<file path="src/rtl/pipe_adder_pkg.sv">
// pipe_adder_pkg: shared constants and helpers for the pipelined adder.
//   OP_ADD / OP_SUB  encoding of the in_sub operation select
//   DEFAULT_WIDTH    default datapath width
//   DEFAULT_STAGES   default pipeline depth / slice count
//   slice_width()    bits handled by each pipeline slice
package pipe_adder_pkg;

    localparam logic OP_ADD = 1'b0;
    localparam logic OP_SUB = 1'b1;

    localparam int unsigned DEFAULT_WIDTH  = 32;
    localparam int unsigned DEFAULT_STAGES = 4;

    function automatic int unsigned slice_width(input int unsigned width,
                                                input int unsigned stages);
        return width / stages;
    endfunction

endpackage

</file>
<file path="src/rtl/adder_slice.sv">
// adder_slice: combinational SW-bit adder slice with carry in/out.
//   a_i, b_i  slice operands
//   c_i       carry into the slice LSB
//   s_o       slice sum
//   c_o       carry out of the slice MSB
module adder_slice #(
    parameter int unsigned SW = 8
) (
    input  logic [SW-1:0] a_i,
    input  logic [SW-1:0] b_i,
    input  logic          c_i,
    output logic [SW-1:0] s_o,
    output logic          c_o
);

    assign {c_o, s_o} = {1'b0, a_i} + {1'b0, b_i} + {{SW{1'b0}}, c_i};

endmodule

</file>
<file path="src/rtl/pipe_adder.sv">
// pipe_adder: pipelined A+B / A-B over WIDTH bits in STAGES carry-chained slices,
// one register stage per slice, valid/ready on both sides with a global stall.
//   Clk, Reset_n                clock, synchronous active-low reset
//   in_valid/in_ready           operand handshake (in_a, in_b, in_sub)
//   out_valid/out_ready         result handshake (out_sum, out_carry[, out_ovf])
//   out_carry                   MSB carry; for subtract 1 = no borrow
//   out_ovf                     signed overflow, only when PIPE_ADDER_OVF_EN is defined
module pipe_adder
    import pipe_adder_pkg::*;
#(
    parameter int unsigned WIDTH  = DEFAULT_WIDTH,
    parameter int unsigned STAGES = DEFAULT_STAGES
) (
    input  logic             Clk,
    input  logic             Reset_n,
    input  logic             in_valid,
    output logic             in_ready,
    input  logic [WIDTH-1:0] in_a,
    input  logic [WIDTH-1:0] in_b,
    input  logic             in_sub,
    output logic             out_valid,
    input  logic             out_ready,
    output logic [WIDTH-1:0] out_sum,
    output logic             out_carry
`ifdef PIPE_ADDER_OVF_EN
    ,
    output logic             out_ovf
`endif
);

    localparam int unsigned SW = slice_width(WIDTH, STAGES);

    if (STAGES == 0 || STAGES > WIDTH || (WIDTH % STAGES) != 0) begin : g_param_err
        $error("pipe_adder: WIDTH must be a multiple of STAGES with 1 <= STAGES <= WIDTH");
    end

    // Stage registers; stage k holds the result after slice k has been added.
    logic [STAGES-1:0] valid_q;
    logic [STAGES-1:0] carry_q;
    logic [WIDTH-1:0]  a_q   [STAGES];
    logic [WIDTH-1:0]  b_q   [STAGES];
    logic [WIDTH-1:0]  sum_q [STAGES];

    // Inputs seen by each slice: stage 0 from the ports, stage k from register k-1.
    logic [STAGES-1:0] src_v;
    logic [STAGES-1:0] src_c;
    logic [WIDTH-1:0]  src_a   [STAGES];
    logic [WIDTH-1:0]  src_b   [STAGES];
    logic [WIDTH-1:0]  src_sum [STAGES];
    logic [WIDTH-1:0]  sum_d   [STAGES];
    logic [SW-1:0]     slice_s [STAGES];
    logic [STAGES-1:0] slice_c;

    logic advance;

    assign advance  = ~out_valid | out_ready;
    assign in_ready = advance;

    always_comb begin
        src_v[0]   = in_valid;
        src_a[0]   = in_a;
        // Subtract as A + ~B + 1: invert B here and inject the +1 as carry-in.
        src_b[0]   = in_b ^ {WIDTH{in_sub == OP_SUB}};
        src_c[0]   = (in_sub == OP_SUB);
        src_sum[0] = '0;
        for (int k = 1; k < STAGES; k++) begin
            src_v[k]   = valid_q[k-1];
            src_a[k]   = a_q[k-1];
            src_b[k]   = b_q[k-1];
            src_c[k]   = carry_q[k-1];
            src_sum[k] = sum_q[k-1];
        end
        // Lower result bits pass through; slice k fills in its own bits.
        for (int k = 0; k < STAGES; k++) begin
            sum_d[k]              = src_sum[k];
            sum_d[k][k*SW +: SW]  = slice_s[k];
        end
    end

    for (genvar k = 0; k < STAGES; k++) begin : g_slice
        adder_slice #(
            .SW (SW)
        ) u_slice (
            .a_i (src_a[k][k*SW +: SW]),
            .b_i (src_b[k][k*SW +: SW]),
            .c_i (src_c[k]),
            .s_o (slice_s[k]),
            .c_o (slice_c[k])
        );
    end

    always_ff @(posedge Clk) begin
        if (!Reset_n) begin
            valid_q <= '0;
            carry_q <= '0;
            for (int k = 0; k < STAGES; k++) begin
                a_q[k]   <= '0;
                b_q[k]   <= '0;
                sum_q[k] <= '0;
            end
        end else if (advance) begin
            valid_q <= src_v;
            // Bubbles only clear the valid bit; data is loaded for real operations only.
            for (int k = 0; k < STAGES; k++) begin
                if (src_v[k]) begin
                    a_q[k]     <= src_a[k];
                    b_q[k]     <= src_b[k];
                    sum_q[k]   <= sum_d[k];
                    carry_q[k] <= slice_c[k];
                end
            end
        end
    end

    assign out_valid = valid_q[STAGES-1];
    assign out_sum   = sum_q[STAGES-1];
    assign out_carry = carry_q[STAGES-1];

`ifdef PIPE_ADDER_OVF_EN
    // Operand sign bits (B already inverted) travel with the data to the last stage.
    logic [STAGES-1:0] sa_q;
    logic [STAGES-1:0] sb_q;
    logic [STAGES-1:0] src_sa;
    logic [STAGES-1:0] src_sb;

    always_comb begin
        src_sa[0] = src_a[0][WIDTH-1];
        src_sb[0] = src_b[0][WIDTH-1];
        for (int k = 1; k < STAGES; k++) begin
            src_sa[k] = sa_q[k-1];
            src_sb[k] = sb_q[k-1];
        end
    end

    always_ff @(posedge Clk) begin
        if (!Reset_n) begin
            sa_q <= '0;
            sb_q <= '0;
        end else if (advance) begin
            for (int k = 0; k < STAGES; k++) begin
                if (src_v[k]) begin
                    sa_q[k] <= src_sa[k];
                    sb_q[k] <= src_sb[k];
                end
            end
        end
    end

    assign out_ovf = (sa_q[STAGES-1] == sb_q[STAGES-1]) &
                     (out_sum[WIDTH-1] != sa_q[STAGES-1]);
`endif

endmodule

</file>
<file path="config.mk">
export PLATFORM = sky130hd
export DESIGN_NAME = pipe_adder
export DESIGN_NICKNAME = d
export VERILOG_FILES = /design/src/rtl/pipe_adder_pkg.sv /design/src/rtl/adder_slice.sv /design/src/rtl/pipe_adder.sv
export SDC_FILE = /design/constraint.sdc
export NUM_CORES = 1
export LEC_CHECK = 0
export ABC_CLOCK_PERIOD_IN_PS = 2900
export BUFFER_PORTS_ARGS = -buffer_cell sky130_fd_sc_hd__buf_2
export CAP_MARGIN = 30
export CORE_MARGIN = 2
export CORE_UTILIZATION = 25
export CTS_CLUSTER_DIAMETER = 200
export DETAILED_ROUTE_END_ITERATION = 7
export PLACE_DENSITY = 0.38
export SYNTH_ARGS = -nofsm -noshare
export SYNTH_HDL_FRONTEND = slang
export SYNTH_SLANG_ARGS = --single-unit
</file>
<file path="constraint.sdc">
create_clock -name Clk -period 2.9 [get_ports Clk]
set_input_delay 0.58 -clock Clk [delete_from_list [all_inputs] [get_ports Clk]]
set_output_delay 0.58 -clock Clk [all_outputs]
set_load 0.02 [all_outputs]
</file>
==> run summary <==
FP Rows -> 66
WP data arrival -> 2670 ps
Starting Density -> 25.32%
CTS Root Cell -> clkbuf_16
Die Ht -> 185.5 um
Synth Area in Adders -> 5.953%
Synth Area in Compound Gates -> 5.998%
Fin. Hold Viols -> 0
I/O Buffers -> 103
Xor/xnor share of the synthesized area -> 4.890%
Area grow syn2layout -> 19.95%
CTS Hold Bufs -> 0
Resized cells post-CTS -> 0
Final Max Tran Viols -> 0
Mean Syn Cell Area -> 13.75 um2
First-pass GRT wire length -> 26110 um
# IOs -> 104
Mux contribution to synthesized area -> 0.3037%
Yosys warns -> 0
CTS H-Tree Depth -> 4
Most instantiated library cell after synthesis -> edfxtp_1
Die area -> 0.03443 mm2
CP max FO -> 3
Antenna Cells -> 0
Unrepaired setup endpoints after global routing -> false
Share of cells above drive strength 1 -> 21.53%
CP startpoint kind -> flip-flop
Crit Path Class -> reg2reg
Final Cycle Share -> 86.04%
Final nets -> 811
FMAX -> 400.8 MHz
Vias in the first global route -> 4867
Number of flops mapped to enable cells by yosys -> 176
Area contributors post-synth -> edfxtp_1 (64%), and2_1 (9.9%), ha_1 (4.3%), xnor2_1 (3.0%), nor2_1 (2.4%)
Worst Hold Class -> in2reg
DR WL/cell -> 13.80 um
Setup violators final -> 0
DRC viols -> 0
Slew Limit Headroom -> 40.56%
Worst setup EP type -> flip-flop
Largest family of logic cells by synthesized area -> simple AND/OR/NAND/NOR gates
Gp weighted congestion -> 0.7499
Number of synthesized register bits -> 184
Post-route setup TNS -> 0 ps
Initial drt markers -> 288
Post-Syn Area -> 0.008239 mm2
Setup Fix Bufs, Post-CTS -> 0
Sequential share of the synthesized area -> 66.09%
Leakage -> 3.911 nW
Syn nets -> 703
Routed vias/inst -> 3.920
Hpwl dp -> 12020 um
Simple-gate share of the synthesized area -> 15.29%
CORE AREA -> 0.03254 mm2
Worst Skew -> 12.71 ps
Post-route ant nets -> 0
Cell count after synthesis -> 599
Max cap viols -> 0
Post-synth top area cell -> edfxtp_1
Largest net degree at the start of global routing -> 49
First-pass DRT Iterations -> 4
Num CTS Buffers -> 17
VDD IR max -> 0.4301 mV
Yosys top cell area share -> 64.15%
Worst slew pin tran -> 891.6 ps
CP Data Required Time -> 3080 ps
Clk_lat worst skew -> 430 ps
Clock buffer depth -> 2
Routed vias -> 4555
Ys flop type -> edfxtp_1
Die X -> 185.5 um
Core Util, Final -> 30.38%
Initial antenna violation count -> 0
Total Wirelength -> 16040 um
GR Util All Layers -> 9.901%
Pwr Density -> 613.4 mW/mm2
Worst-path clk slew -> 70 ps
GR Overflow Total -> 0
Period minus WS final -> 2495 ps
CTS tree -> done
Post-synth cell types -> 40
Clock sinks -> 184
Status -> finished clean
Ys async rst share -> 0%
Synth cell count leaders -> edfxtp_1 (176), and2_1 (130), nor2_1 (52)
==> placed cells by master (no fill, tap or decap), types with 16 or more instances in the layout <==
cell type,instances
nor2_1,52
clkbuf_16,17
a21oi_1,16
xnor2_1,28
buf_2,103
xor2_1,18
nand2_1,18
ha_1,28
edfxtp_1,176
o21ai_0,18
and2_1,130
==> sequential cells by signal, indices dropped and copies added, names as in the netlist <==
register / flops
b_q: 48
carry_q: 4
a_q: 48
valid_q: 4
sum_q: 80
==> critical path, stage by stage (launching register included) <==
cell and delay (ps):
edfxtp_1 400, fa_1 510, fa_1 430, a21o_1 230, a311o_1 350, a211oi_1 250, nor2_1 70
==> cells by family (layout without fill, tap and decap cells) <==
group | Yosys count | after routing
flops | 184 | 184
buf+inv | 27 | 148
mux | 2 | 2
compound gates | 73 | 73
fa+ha+maj | 35 | 35
xor+xnor | 46 | 46
simple gates | 232 | 232
==> power by group <==
part	total (mW)	internal, mW	leakage [nW]	switching, mW
Clock	2.34	1.33	0.290	1.01
Combinational	0.582	0.237	1.68	0.345
Sequential	3.14	3.09	1.94	0.0530
==> area by class of cell <==
class	instances	area (um2)
repair buffers	112	595.6
fillers	3324	22650
clock inverters	12	140.1
clock buffers	20	456.7
inverters	4	15.01
flip-flops and latches	184	5445
well taps	442	553.0
multi-input cells	388	2678
==> worst paths after layout <==
path | slack [ps] | to | from | depth (start not counted)
min reg2reg | 490 | carry_q[3] | carry_q[3] | 2
max | 400 | sum_q[3][30] | b_q[0][88] | 6
max reg2reg | 400 | sum_q[3][30] | b_q[0][88] | 6
min | 420 | a_q[0][8] | in_a[8] | 2
==> routing by layer <==
layer	GRT usage [%]	routed length, um	up-vias	part of all wire (%)
met4	3.780	240	0	1.5
met1	13.68	8189	2087	51
li1	-	-	2348	-
met3	2.211	645	19	4.0
met2	15.13	6965	101	43
met5	0	0	-	0
==> stage by stage <==
step	hold slack (ps)	cell area, um2	power (mW)	worst slack (ps)	cells
finish	422.6	9883	6.062	404.7	1162
global route	412.1	9883	6.349	282.6	1162
CTS	400.7	9883	6.163	386.2	1162
detailed placement	488.9	9286	3.796	311.7	1130
global placement	479.9	9286	3.782	360.4	1130
floorplan	463.6	8239	3.584	390.3	599
No activity file was read; power rests on OpenSTA's default activity.
